`config.mk`:
```
export PLATFORM = sky130hd
export DESIGN_NAME = load_store_unit
export DESIGN_NICKNAME = d
export VERILOG_FILES = /design/src/rtl/cpu_pkg.sv /design/src/rtl/load_store_unit.sv
export SDC_FILE = /design/constraint.sdc
export NUM_CORES = 1
export LEC_CHECK = 0
export ABC_CLOCK_PERIOD_IN_PS = 3900
export BUFFER_PORTS_ARGS = -buffer_cell sky130_fd_sc_hd__buf_2
export CAP_MARGIN = 20
export CORE_ASPECT_RATIO = 0.5
export CORE_MARGIN = 5
export CORE_UTILIZATION = 45
export CTS_BUF_LIST = sky130_fd_sc_hd__clkbuf_8
export DETAILED_ROUTE_END_ITERATION = 8
export GPL_TIMING_DRIVEN = 0
export PLACE_DENSITY = 0.82
export SLEW_MARGIN = 20
export SYNTH_ARGS = -nofsm -noshare
export SYNTH_HDL_FRONTEND = slang
export SYNTH_SLANG_ARGS = --single-unit
```
`constraint.sdc`:
```
create_clock -name clock -period 3.9 [get_ports clock]
set_clock_uncertainty 0.1 [all_clocks]
set_input_delay 0.39 -clock clock [delete_from_list [all_inputs] [get_ports clock]]
set_output_delay 0.39 -clock clock [all_outputs]
set_load 0.01 [all_outputs]
```
`src/rtl/cpu_pkg.sv`:
```
// Shared CPU definitions: micro-op codes, data cache size and LSU FSM states.
// Used by the decoder, the data cache and the load/store unit.
package cpu_pkg;

  localparam logic [4:0] STR_UOP  = 5'b01001;
  localparam logic [4:0] LDR_UOP  = 5'b01010;
  localparam int unsigned DC_WORDS = 32;

  typedef enum logic [1:0] {
    IDLE,
    ACCESS,
    CAPTURE,
    RESP
  } lsu_state_e;

endpackage

```
`src/rtl/load_store_unit.sv`:
```
// Load/store unit: one outstanding request, word-addressed data cache access,
// out-of-range LDR/STR answered with a fault and no cache traffic.
module load_store_unit #(
  parameter logic [4:0]  STR_UOP  = cpu_pkg::STR_UOP,
  parameter logic [4:0]  LDR_UOP  = cpu_pkg::LDR_UOP,
  parameter int unsigned DC_WORDS = cpu_pkg::DC_WORDS
) (
  input  logic        clock,
  input  logic        reset,
  input  logic        in_valid,
  output logic        in_ready,
  input  logic [4:0]  in_uop,
  input  logic [31:0] in_base,
  input  logic [31:0] in_offset,
  input  logic [31:0] in_store_data,
  input  logic [3:0]  in_rd,
  output logic [31:0] dc_addr,
  output logic [31:0] dc_data_in,
  output logic [4:0]  dc_uop,
  input  logic [31:0] dc_data_out,
  output logic        wb_valid,
  input  logic        wb_ready,
  output logic [3:0]  wb_rd,
  output logic [31:0] wb_data,
  output logic        wb_we,
  output logic        wb_fault
);
  import cpu_pkg::*;

  lsu_state_e  state_q;
  lsu_state_e  state_d;
  logic        is_ld_q;
  logic [31:0] eff_addr;
  logic        is_mem;
  logic        in_range;
  logic        accept;

  assign eff_addr = in_base + in_offset;
  assign is_mem   = (in_uop == STR_UOP) || (in_uop == LDR_UOP);
  assign in_range = eff_addr < DC_WORDS;
  assign in_ready = (state_q == IDLE);
  assign wb_valid = (state_q == RESP);
  assign accept   = in_valid & in_ready;

  always_comb begin
    state_d = state_q;
    unique case (state_q)
      IDLE: begin
        if (accept) begin
          state_d = (is_mem && in_range) ? ACCESS : RESP;
        end
      end
      ACCESS:  state_d = CAPTURE;
      CAPTURE: state_d = RESP;
      RESP: begin
        if (wb_ready) begin
          state_d = IDLE;
        end
      end
      default: state_d = IDLE;
    endcase
  end

  always_ff @(posedge clock) begin
    if (reset) begin
      state_q    <= IDLE;
      is_ld_q    <= 1'b0;
      dc_uop     <= '0;
      dc_addr    <= '0;
      dc_data_in <= '0;
      wb_rd      <= '0;
      wb_data    <= '0;
      wb_we      <= 1'b0;
      wb_fault   <= 1'b0;
    end else begin
      state_q    <= state_d;
      // cache request lives only in the ACCESS cycle
      dc_uop     <= '0;
      dc_addr    <= '0;
      dc_data_in <= '0;
      if (accept) begin
        is_ld_q  <= (in_uop == LDR_UOP);
        wb_rd    <= in_rd;
        wb_data  <= '0;
        wb_we    <= 1'b0;
        wb_fault <= is_mem && !in_range;
        if (is_mem && in_range) begin
          dc_uop     <= in_uop;
          dc_addr    <= eff_addr;
          dc_data_in <= in_store_data;
        end
      end
      if (state_q == CAPTURE) begin
        wb_data <= is_ld_q ? dc_data_out : '0;
        wb_we   <= is_ld_q;
      end
    end
  end

endmodule
```
==> Word level (Yosys, flattened, before mapping) <==
Index checks and enable logic that the tools add are counted.
{ "op_classes": {"add_sub_neg": 1, "magnitude_cmp": 1, "n_eq_ne": 7, "muxes": 9, "n_bitwise": 3, "n_reduce_logical": 8} }
{ "op_table": {"columns": ["cell", "count"], "rows": [
  ["32-bit 2-to-1 mux", 3],
  ["32-bit adder", 1],
  ["32-bit by 6-bit less-than comparator with 1-bit output, second input constant", 1],
  ["5-bit by 4-bit equality test with 1-bit output, second input constant", 2],
  ["2-bit case mux with 4 select lines", 1],
  ["2-bit 2-to-1 mux", 3],
  ["2-bit equality test, second input constant", 2],
  ["2-bit by 1-bit != test with 1-bit output, second input constant", 2],
  ["3-bit OR reduction", 1],
  ["2-bit by 1-bit equality test with 1-bit output, second input constant", 1],
  ["1-bit logical AND", 2],
  ["2-bit logical NOT", 1],
  ["1-bit 2-to-1 mux", 2],
  ["1-bit NOT", 2],
  ["2-bit AND reduction", 1],
  ["2-bit nonzero test", 1],
  ["1-bit bitwise AND", 1],
  ["1-bit logical NOT", 1],
  ["1-bit logical OR", 1]
]} }
{ "totals": {"ff_bits": 110, "out_inout_bits": 109} }

==> Logic depth before layout (Yosys ltp) <==
Gate-level depths: netlist (run 1).
{ "depth": {"ltp_word": 6, "mapped_depth": 12, "mapped_depth_nobuf": 11} }

==> Worst setup path after synthesis (run 1) <==
No wires, ideal clock.
{ "synth_timing": {"path_type": "input to register", "start": "input port in_base[0]", "end": "register wb_fault", "t_arrival_ns": 3.320, "required_time_ns": 3.683, "setup_slack_ns": 0.362, "cell_stages": 12, "path_buffers": 1, "path_cell_list": "ha_1 -> fa_1 -> a211oi_1 -> o211ai_1 -> and3_1 -> o31ai_2 -> nor4_1 -> or3_1 -> a2111oi_2 -> nand4_2 -> buf_6 -> a32o_1"} }
{ "synth_via": {"elab_chain_cells": 4} }
{ "synth_rtl": {"columns": ["element", "line", "rtl"], "rows": [
  ["start, declared", "load_store_unit.sv:13", "input logic [31:0] in_base,"],
  ["32-bit adder", "load_store_unit.sv:38", "assign eff_addr = in_base + in_offset;"],
  ["32-bit by 6-bit less-than comparator with 1-bit output", "load_store_unit.sv:40", "assign in_range = eff_addr < DC_WORDS;"],
  ["1-bit logical NOT", "load_store_unit.sv:86", "wb_fault <= is_mem && !in_range;"],
  ["1-bit logical AND", "load_store_unit.sv:86", null],
  ["end signal, assigned", "load_store_unit.sv:86", null],
  ["end, declared", "load_store_unit.sv:26", "output logic wb_fault"]
]} }
Every way passes these cells.
A chain may end at the register's enable or synchronous reset.

==> Worst setup path in the final report (run 1) <==
{ "layout_timing": {"start": "input port in_base[0]", "end": "register dc_uop[1]"} }
{ "layout_via": {"elab_chain_cells": 5} }
{ "layout_rtl": {"columns": ["element", "line", "rtl"], "rows": [
  ["32-bit adder", "load_store_unit.sv:38", null],
  ["32-bit by 6-bit less-than comparator with 1-bit output", "load_store_unit.sv:40", null],
  ["1-bit logical AND", "load_store_unit.sv:87", "if (is_mem && in_range) begin"],
  ["1-bit NOT (no source line)", null, null],
  ["3-bit OR reduction (no source line)", null, null],
  ["end signal, assigned", "load_store_unit.sv:88", "dc_uop <= in_uop;"],
  ["end, declared", "load_store_unit.sv:19", "output logic [4:0] dc_uop,"]
]} }
Every way passes these cells.

==> results.py, run 1 <==
metrics = {
    "layout": {
        "num_antenna_cells": 0,
        "syn_to_final_growth_pct": 33.0,
        "fin_nets": 1054,
        "final_util_pct": 61.1,
        "layout-drive-gt1-share_pct": 36.5,
        "final_area_sq_um": 7210,
        "fillers": 1061,
        "layout.cells.non_filler": 1048,
    },
    "logic_synthesis": {
        "synthMuxAreaShare_pct": 0.185,
        "ys_ff_latch": 110,
        "synthDominantCellAreaShare_pct": 40.6,
        "synthAdderAreaFrac_pct": 8.22,
        "synthSimpleGateAreaFrac_pct": 20.5,
        "synth-xor-area-share_pct": 3.39,
        "syn-cell-area_sq_um": 5420,
        "synth_most_common_cell": "dfxtp_1",
        "ys_async_sr_fraction_pct": 0,
        "synth_top_family_by_area": "compound AO/OA/AOI/OAI gates",
        "synthTopCellsByCount": "dfxtp_1, nor2_1, a21oi_1, inv_1, nand2_1",
        "syn_avg_cell_area_sq_um": 9.20,
        "yosys-top-cells-area": "dfxtp_1, nor4_2, ha_1",
        "ys.flop_type": "dfxtp_1",
        "synth-edff-count": 0,
        "syn_inst": 589,
        "synth-seq-area-share_pct": 40.6,
        "synth_compound_area_share_pct": 20.6,
        "yosysTopAreaCell": "dfxtp_1",
        "yosysWarningCount": 0,
        "synth_cell_type_count": 58,
    },
    "min_path": {
        "hp-class": "in -> reg",
        "hold_path_depth": 3,
    },
    "clock_network": {
        "cts.sinks": 110,
        "numCtsBuffers": 9,
        "ctsHoldBuffers": 0,
        "htreeDepth": 3,
        "clkTransAtPathRegs_ns": 0.11,
        "tritoncts": "yes",
        "cts_root_buffer": "clkbuf_8",
        "clock_latency_ns": 0.36,
        "clock_path_buffers": 2,
    },
    "timing": {
        "setup_viol": 0,
        "grt_setup_unrepaired": "no",
        "worstMarginPinSlew_ns": 0.767,
        "slew_headroom_pct": 48.9,
        "fin_crit_ns": 3.65,
        "hold_viol": 0,
        "post-route-period-util_pct": 93.6,
        "maxSlewViolCount": 0,
        "max_freq_mhz": 274,
    },
    "route": {
        "firstDrtPassIters": 5,
        "vias_per_cell": 5.08,
        "drtIter0Drc": 253,
        "wire_per_inst_um": 14.3,
        "drcViolationCount": 0,
        "vias": 5319,
        "drt-total-wl_mm": 15.0,
        "postRouteAntennaNets": 0,
    },
    "power": {
        "ir_worst_vdd_uv": 285,
        "p_leak_nw": 3.40,
        "cellPowerDensity_nw_per_um2": 362,
        "total_power_w": 0.00261,
    },
    "setup_path": {
        "path_class": "in -> reg",
        "path_cells": "buf_2 > ha_1 > fa_1 > a211oi_1 > o21ai_0 > nand3_1 > a21oi_1 > or3_1 > a2111o_1 > a2111oi_2 > nand4_2 > buf_4 > buf_6 > nor4_2",
        "worst-path-buf-inv": 3,
        "path_max_fanout": 10,
        "cp.arrival_ns": 3.81,
        "cpPeakStageDelay_ns": 0.45,
        "critPathLaunchType": "input pin",
        "slowest_stage": "a2111o_1",
        "cp_num_cells": 14,
        "crit_required_ns": 4.06,
        "r2r_cells": 8,
        "endpoint_kind": "flop",
        "critPathTopFamily": "compound AO/OA/AOI/OAI gates",
    },
    "floorplanning": {
        "initial_core_util_pct": 45.9,
        "ioPinCount": 250,
        "die_h_um": 87.6,
        "fp.dieArea_sq_um": 14500,
        "core-area_sq_um": 11800,
        "die_x_um": 165,
        "rows": 28,
    },
    "grt": {
        "grt_pass1_vias": 5034,
        "grt_max_degree": 21,
        "grt_first_pass_wirelength_mm": 23.4,
        "antenna_found_initial": 0,
        "grt-ovfl-total": 0,
        "grt_usage_pct": 19.6,
    },
    "placement": {
        "port_buffers": 248,
        "dp_hpwl_mm": 12.2,
        "postPlaceCellArea_sq_um": 6970,
        "dp.cells": 1030,
        "gp_congestion": 0.842,
    },
    "outcome": {
        "status": "complete, no violations",
    },
    "flow_run": {
        "maxCapViolCount": 0,
    },
}
-- final timing paths --
path	slack (ns)	startpoint	endpoint
worst max-delay path	0.25	in_base[0]	dc_uop[1]$_SDFF_PP0_
worst min-delay path	0.14	in_store_data[15]	dc_data_in[15]$_SDFF_PP0_
worst max register to register	1.60	state_q[1]$_SDFFE_PP0P_	wb_data[25]$_SDFFE_PP0P_
worst min register to register	0.36	is_ld_q$_SDFFE_PP0P_	is_ld_q$_SDFFE_PP0P_
-- per-stage QoR --
stage	setup TNS, ns	setup WS, ns	hold slack, ns
global route	0	0.0786	0.142
detailed placement	-9.54	-0.286	0.346
floorplan	0	0.362	0.327
global placement	-5.90	-0.200	0.340
CTS	0	0.0564	0.127
finish	0	0.251	0.145
-- cell usage in the layout (no fill, tap or decap), drive strengths merged, types with 4 or more instances in the layout --
cell type	count
a2111oi	6
a211oi	6
a21o	7
a21oi	49
a22oi	32
a31oi	5
buf	259
clkbuf	33
conb	29
dfxtp	110
ha	34
inv	50
nand2	45
nand3	5
nand4	8
nor2	54
nor4	41
o211ai	4
o21a	4
o21ai	28
or3	5
xnor2	12
xor2	9
-- repair_timing --
| action | CTS | global route |
|---|---|---|
| setup endpoints to repair | 0 | 41 |
| resized for setup | 0 | 1 |
| endpoints found under the hold margin | 0 | 0 |
| setup buffers | 0 | 2 |
-- tightest hold or removal path: stages --
cell and delay, ns:
buf_2 0.10, inv_1 0.05, nor4_2 0.04
-- cell families after synthesis --
family,count (synthesis)
AO/OA/AOI/OAI,165
XOR/XNOR,21
adder cells (fa/ha/maj),35
buffers and inverters,80
flip-flops,110
multiplexers,1
other,1
AND/OR/NAND/NOR,176
-- flip-flops by register name, indices dropped and copies added (netlist names) --
name / cells
wb_data: 32
is_ld_q: 1
dc_data_in: 32
state_q: 2
wb_we: 1
wb_rd: 4
wb_fault: 1
dc_uop: 5
dc_addr: 32
-- area by class of cell --
cell class                 count  area, sq um  area share [%]
timing repair buffer         250         1260            17.4
multi-input combinational    427         2990            41.4
sequential                   110         2200            30.5
inverter                      47          176            2.45
clock inverter                 7         90.1            1.25
tap                          165          206            2.86
buffer                        33          168            2.33
clock buffer                   9          124            1.72
-- where the power goes --
group | total [W] | internal [W] | switching [W]
clock network | 0.000714 | 0.000311 | 0.000403
registers | 0.00118 | 0.00116 | 0.0000188
logic | 0.000720 | 0.000270 | 0.000450
-- routing by layer --
| layer | routed length [um] | GRT usage, % | vias up |
|---|---|---|---|
| met5 | 0 | 0 | - |
| met4 | 302 | 5.58 | 0 |
| met3 | 906 | 2.44 | 26 |
| met2 | 7990 | 38.5 | 180 |
| met1 | 5780 | 22.6 | 2434 |
| li1 | - | - | 2679 |
Note: power is estimated with default switching activity, not from simulation.
==> run 2: changes to the inputs <==
--- a/config.mk
+++ b/config.mk
@@ -8,13 +8,16 @@
 export ABC_CLOCK_PERIOD_IN_PS = 3900
 export BUFFER_PORTS_ARGS = -buffer_cell sky130_fd_sc_hd__buf_2
 export CAP_MARGIN = 20
+export CELL_PAD_IN_SITES_DETAIL_PLACEMENT = 0
+export CELL_PAD_IN_SITES_GLOBAL_PLACEMENT = 1
 export CORE_ASPECT_RATIO = 0.5
 export CORE_MARGIN = 5
-export CORE_UTILIZATION = 45
+export CORE_UTILIZATION = 35
 export CTS_BUF_LIST = sky130_fd_sc_hd__clkbuf_8
 export DETAILED_ROUTE_END_ITERATION = 8
 export GPL_TIMING_DRIVEN = 0
-export PLACE_DENSITY = 0.82
+export PLACE_DENSITY = 0.88
+export REMOVE_ABC_BUFFERS = 1
 export SLEW_MARGIN = 20
 export SYNTH_ARGS = -nofsm -noshare
 export SYNTH_HDL_FRONTEND = slang
==> run 2 against run 1 <==
Effect of this change:
- sequential power is essentially flat
- critical path depth is 1 lower
- first-iteration DRC count increased by 15%
- sequential share of layout area up 0.34 points
- register-to-register slack gained 0.19 ns
- critical endpoint is now wb_fault$_SDFFE_PP0P_
- largest cell class unchanged
- fmax shrank 1.6%
- worst setup slack got worse by 0.058 ns
- clock-buffer cell count unchanged
- clock power about the same
- worst hold slack got worse by 0.0042 ns
- core utilization down 14 points
==> results.py, run 2 (synthesis results as in run 1) <==
metrics = {
    "outcome": {
        "status": "complete, no violations",
    },
    "setup_path": {
        "critPathLaunchType": "input pin",
        "path_cells": "buf_2 > ha_1 > fa_1 > a211oi_1 > o211ai_1 > and3_1 > o31ai_2 > nor4_1 > or3_1 > a2111oi_2 > nand4_4 > buf_4 > a32o_1",
        "path_class": "in -> reg",
        "slowest_stage": "a2111oi_2",
        "cpPeakStageDelay_ns": 0.48,
        "worst-path-buf-inv": 2,
        "endpoint_kind": "flop",
        "cp.arrival_ns": 3.88,
        "crit_required_ns": 4.07,
        "path_max_fanout": 17,
        "critPathTopFamily": "compound AO/OA/AOI/OAI gates",
    },
    "placement": {
        "gp_congestion": 0.907,
        "port_buffers": 249,
        "dp_hpwl_mm": 11.5,
    },
    "grt": {
        "grt_pass1_vias": 4973,
        "grt_first_pass_wirelength_mm": 23.5,
        "antenna_found_initial": 0,
        "grt_usage_pct": 15.4,
        "grt-ovfl-total": 0,
        "grt_max_degree": 43,
    },
    "power": {
        "p_leak_nw": 3.36,
        "p_switching_w": 0.000862,
        "ir_worst_vdd_uv": 173,
        "cellPowerDensity_nw_per_um2": 363,
        "p_comb_share_pct": 27.2,
        "p_seq_share_pct": 45.3,
        "internal_power_w": 0.00173,
        "switching_share_pct": 33.3,
        "clockPowerShare_pct": 27.5,
    },
    "timing": {
        "maxSlewViolCount": 0,
        "fin_crit_ns": 3.71,
        "hold_viol": 0,
        "worstMarginPinSlew_ns": 0.737,
        "slew_headroom_pct": 50.8,
        "grt_setup_unrepaired": "no",
        "fin_hold_ws_ns": 0.141,
        "post-route-period-util_pct": 95.1,
        "max_freq_mhz": 270,
        "setup_viol": 0,
        "fin_tns_setup_ns": 0,
    },
    "flow_run": {
        "maxCapViolCount": 0,
    },
    "clock_network": {
        "clkTransAtPathRegs_ns": 0.11,
        "clock_latency_ns": 0.36,
        "cts.sinks": 110,
        "tritoncts": "yes",
        "clock_path_buffers": 2,
        "ctsHoldBuffers": 0,
        "numCtsBuffers": 9,
        "htreeDepth": 3,
        "post_cts_resized": 0,
        "cts_root_buffer": "clkbuf_8",
    },
    "route": {
        "drcViolationCount": 0,
        "postRouteAntennaNets": 0,
        "wire_per_inst_um": 13.9,
        "drt-total-wl_mm": 14.7,
        "vias_per_cell": 4.88,
        "firstDrtPassIters": 5,
        "drtIter0Drc": 291,
        "vias": 5145,
    },
    "layout": {
        "mostFrequentLayoutCell": "buf_2",
        "reg_top3": "dc_addr x32, dc_data_in x32, wb_data x32",
        "fin_nets": 1022,
        "layout_common_cells": "buf_2, dfxtp_1, nor2_1",
        "num_antenna_cells": 0,
        "syn_to_final_growth_pct": 31.6,
        "layout-drive-gt1-share_pct": 37.3,
        "fillers": 1531,
    },
    "floorplanning": {
        "fp.dieArea_sq_um": 18200,
        "initial_core_util_pct": 35.4,
        "ioPinCount": 250,
        "core-area_sq_um": 15300,
        "rows": 32,
        "die_x_um": 186,
        "die_h_um": 98.0,
    },
    "min_path": {
        "hp-class": "in -> reg",
    },
}
## run 2: cell types whose count changed in the layout (fill, tap and decap cells not counted), sizes merged
cell	delta
clkinvlp	-2
clkbuf	-24
buf	-8
clkinv	+2
## run 2: final cells by class
| cell class | count | area, sq um | share of cell area [%] |
|---|---|---|---|
| Inverter | 47 | 176 | 2.47 |
| Sequential cell | 110 | 2200 | 30.9 |
| Tap cell | 204 | 255 | 3.58 |
| Clock inverter | 7 | 87.6 | 1.23 |
| Multi-Input combinational cell | 427 | 3010 | 42.2 |
| Timing Repair Buffer | 251 | 1270 | 17.9 |
| Clock buffer | 9 | 124 | 1.74 |
## run 2: path summary, 6_finish.rpt
path	cells past startpoint	slack [ns]	from	end
worst max-delay path	13	0.19	in_base[0]	wb_fault$_SDFFE_PP0P_
worst min register to register	2	0.36	is_ld_q$_SDFFE_PP0P_	is_ld_q$_SDFFE_PP0P_
worst min-delay path	3	0.14	in_store_data[2]	dc_data_in[2]$_SDFF_PP0_
worst max register to register	5	1.79	state_q[0]$_SDFFE_PP0P_	dc_addr[2]$_SDFF_PP0_
## run 2: what timing repair did
action                     in CTS  in global routing
hold endpoints to repair        0                  0
setup buffers                   1                  0
setup endpoints to repair      25                  0
## run 2: through the flow
stage          area [sq um]  total power [W]  setup WS, ns  cells  utilization (%)
2_1_floorplan          5360          0.00166        -0.609    584                -
3_3_place_gp           6860          0.00188         -1.51   1037             44.8
5_1_grt                7130          0.00276        0.0454   1055             46.6
3_5_place_dp           6910          0.00190        -0.576   1038             45.2
4_1_cts                7130          0.00262         0.238   1055             46.6
6_report               7130          0.00259         0.193   1055             46.6
## run 2: tightest hold or removal path, delay by kind of cell
family / cells / cell delay, ns
buffers and inverters: 2 / 0.15
and+or+nand+nor: 1 / 0.04
## run 2: metal layers
metal / track usage [%] / wire length (um) / share of wire (%) / up-vias
met4: 5.37 / 353 / 2.4 / 0
met3: 2.98 / 988 / 6.7 / 32
li1: - / - / - / 2606
met1: 18.2 / 6050 / 41 / 2331
met5: 0 / 0 / 0 / -
met2: 27.7 / 7270 / 50 / 176
## run 2: power groups by stage
stage | clock network (W) | registers, W | logic, W
floorplan | 0 | 0.00121 | 0.000447
global placement | 0 | 0.00120 | 0.000678
detailed placement | 0 | 0.00120 | 0.000702
CTS | 0.000741 | 0.00118 | 0.000705
global route | 0.000796 | 0.00118 | 0.000784
finish | 0.000712 | 0.00117 | 0.000704
==> run 3: changes to the inputs <==
--- a/config.mk
+++ b/config.mk
@@ -8,15 +8,13 @@
 export ABC_CLOCK_PERIOD_IN_PS = 3900
 export BUFFER_PORTS_ARGS = -buffer_cell sky130_fd_sc_hd__buf_2
 export CAP_MARGIN = 20
-export CELL_PAD_IN_SITES_DETAIL_PLACEMENT = 0
-export CELL_PAD_IN_SITES_GLOBAL_PLACEMENT = 1
 export CORE_ASPECT_RATIO = 0.5
 export CORE_MARGIN = 5
-export CORE_UTILIZATION = 35
+export CORE_UTILIZATION = 45
 export CTS_BUF_LIST = sky130_fd_sc_hd__clkbuf_8
 export DETAILED_ROUTE_END_ITERATION = 8
 export GPL_TIMING_DRIVEN = 0
-export PLACE_DENSITY = 0.88
+export PLACE_DENSITY = 0.82
 export REMOVE_ABC_BUFFERS = 1
 export SLEW_MARGIN = 20
 export SYNTH_ARGS = -nofsm -noshare
==> run 3 against run 2 <==
Effect of this change:
- clock-buffer cell count did not move
- fmax rose by 1.2%
- sequential share of layout area rose by 0.10 points
- clock power rose by 3%
- register-to-register slack barely moved
- sequential power barely moved
- final cell count fell by 3.6%
- critical path type unchanged
- non-clock buffer count rose by 1
- critical endpoint is now state_q[1]$_SDFFE_PP0P_
- highest routed layer unchanged
- global-route usage rose by 3.8 points
- final area fell by 0.33%
==> results.py, run 3 (synthesis results as in run 1) <==
metrics = {
    "layout": {
        "syn_to_final_growth_pct": 31.1,
        "final_util_pct": 60.2,
        "fin_nets": 1023,
        "num_antenna_cells": 0,
        "layout_common_cells": "buf_2, dfxtp_1, nor2_1",
        "layout-drive-gt1-share_pct": 37.4,
        "final_area_sq_um": 7110,
        "reg_top3": "dc_addr x32, dc_data_in x32, wb_data x32",
        "mostFrequentLayoutCell": "buf_2",
    },
    "route": {
        "drtIter0Drc": 201,
        "wire_per_inst_um": 14.4,
        "drcViolationCount": 0,
        "vias": 5177,
        "drt-total-wl_mm": 14.6,
        "firstDrtPassIters": 5,
        "postRouteAntennaNets": 0,
        "vias_per_cell": 5.09,
    },
    "min_path": {
        "hp-class": "in -> reg",
        "hold_path_depth": 3,
        "hold_path_end": "wb_rd[3]$_SDFFE_PP0P_",
        "worstHoldStart": "in_rd[3]",
    },
    "setup_path": {
        "r2r_slack_ns": 1.79,
        "r2r_cells": 6,
        "critPathLaunchType": "input pin",
        "rr_endpoint": "wb_data[16]$_SDFFE_PP0P_",
        "crit_required_ns": 4.05,
        "endpoint_kind": "flop",
        "cp.arrival_ns": 3.82,
        "regToRegStartpoint": "state_q[0]$_SDFFE_PP0P_",
        "path_max_fanout": 9,
        "path_class": "in -> reg",
    },
    "clock_network": {
        "tritoncts": "yes",
        "numCtsBuffers": 9,
        "clock_latency_ns": 0.35,
        "clkTransAtPathRegs_ns": 0.11,
        "cts_root_buffer": "clkbuf_8",
        "clock_path_buffers": 2,
        "ctsHoldBuffers": 0,
        "cts.sinks": 110,
        "htreeDepth": 3,
    },
    "floorplanning": {
        "fp.dieArea_sq_um": 14500,
        "core-area_sq_um": 11800,
        "ioPinCount": 250,
        "die_h_um": 87.6,
        "initial_core_util_pct": 45.9,
        "die_x_um": 165,
        "rows": 28,
    },
    "grt": {
        "grt_first_pass_wirelength_mm": 22.8,
        "antenna_found_initial": 0,
        "grt_max_degree": 43,
        "grt_pass1_vias": 4924,
        "grt_usage_pct": 19.2,
        "grt-ovfl-total": 0,
    },
    "timing": {
        "fin_tns_setup_ns": 0,
        "setup_viol": 0,
        "slew_headroom_pct": 48.5,
        "fin_crit_ns": 3.66,
        "maxSlewViolCount": 0,
        "hold_viol": 0,
        "max_freq_mhz": 273,
        "post-route-period-util_pct": 93.9,
        "grt_setup_unrepaired": "no",
        "worstMarginPinSlew_ns": 0.770,
    },
    "flow_run": {
        "maxCapViolCount": 0,
    },
    "power": {
        "cellPowerDensity_nw_per_um2": 368,
        "ir_worst_vdd_uv": 167,
        "p_leak_nw": 3.36,
    },
    "placement": {
        "dp_hpwl_mm": 11.5,
        "port_buffers": 249,
        "postPlaceCellArea_sq_um": 6860,
        "gp_congestion": 0.915,
    },
    "outcome": {
        "status": "complete, no violations",
    },
}
[run 3: per-stage QoR]
stage | hold WS [ns] | setup slack, ns | cells | total power, W
2_1_floorplan | 0.321 | -0.609 | 584 | 0.00166
3_3_place_gp | 0.340 | -1.42 | 998 | 0.00187
3_5_place_dp | 0.346 | -0.527 | 999 | 0.00190
4_1_cts | 0.122 | 0.186 | 1017 | 0.00263
5_1_grt | 0.120 | 0.0686 | 1017 | 0.00277
6_report | 0.145 | 0.237 | 1017 | 0.00261
[run 3: how the worst max path moves through the flow]
stage	from	to	slack [ns]	depth (start not counted)
floorplan	in_base[0]	state_q[1]$_SDFFE_PP0P_	-0.61	11
global placement	in_base[0]	state_q[1]$_SDFFE_PP0P_	-1.42	12
detailed placement	in_base[0]	dc_addr[2]$_SDFF_PP0_	-0.53	13
CTS	in_base[0]	state_q[1]$_SDFFE_PP0P_	0.19	13
global route	in_base[0]	dc_addr[2]$_SDFF_PP0_	0.07	13
finish	in_base[0]	state_q[1]$_SDFFE_PP0P_	0.24	13
[run 3: critical path, cell delays in order]
cell	delay, ns
buf_2	0.10
ha_1	0.23
fa_1	0.45
a211oi_2	0.24
o211ai_1	0.19
and3_1	0.27
o31ai_2	0.32
nor4_1	0.14
or3_1	0.34
a2111oi_2	0.48
nand4_4	0.17
buf_4	0.22
o31a_1	0.27
[run 3: report_power, final]
group          switching (W)  internal [W]  total, W
registers          0.0000168       0.00116   0.00117
clock network       0.000410      0.000319  0.000730
logic               0.000448      0.000260  0.000708
total               0.000875       0.00174   0.00261
[run 3: what timing repair did]
action	in CTS	in global routing
pin swaps	1	0
resized for setup	0	1
endpoints found under the setup margin	25	4
buffers inserted	2	0
hold endpoints to repair	0	0
[run 3: final cells by class]
type                            instances  area, sq um
Timing Repair Buffer                  252         1280
Clock buffer                            9          124
Multi-Input combinational cell        427         3020
Clock inverter                          7          100
Inverter                               47          176
Sequential cell                       110         2200
Fill cell                            1076         4700
Tap cell                              165          206
[run 3: metal layers]
metal / global-route usage [%] / up-vias / wire [um]
met5: 0 / - / 0
met4: 5.13 / 0 / 229
met3: 3.39 / 18 / 972
met2: 36.9 / 173 / 7580
met1: 22.1 / 2379 / 5850
li1: - / 2607 / -
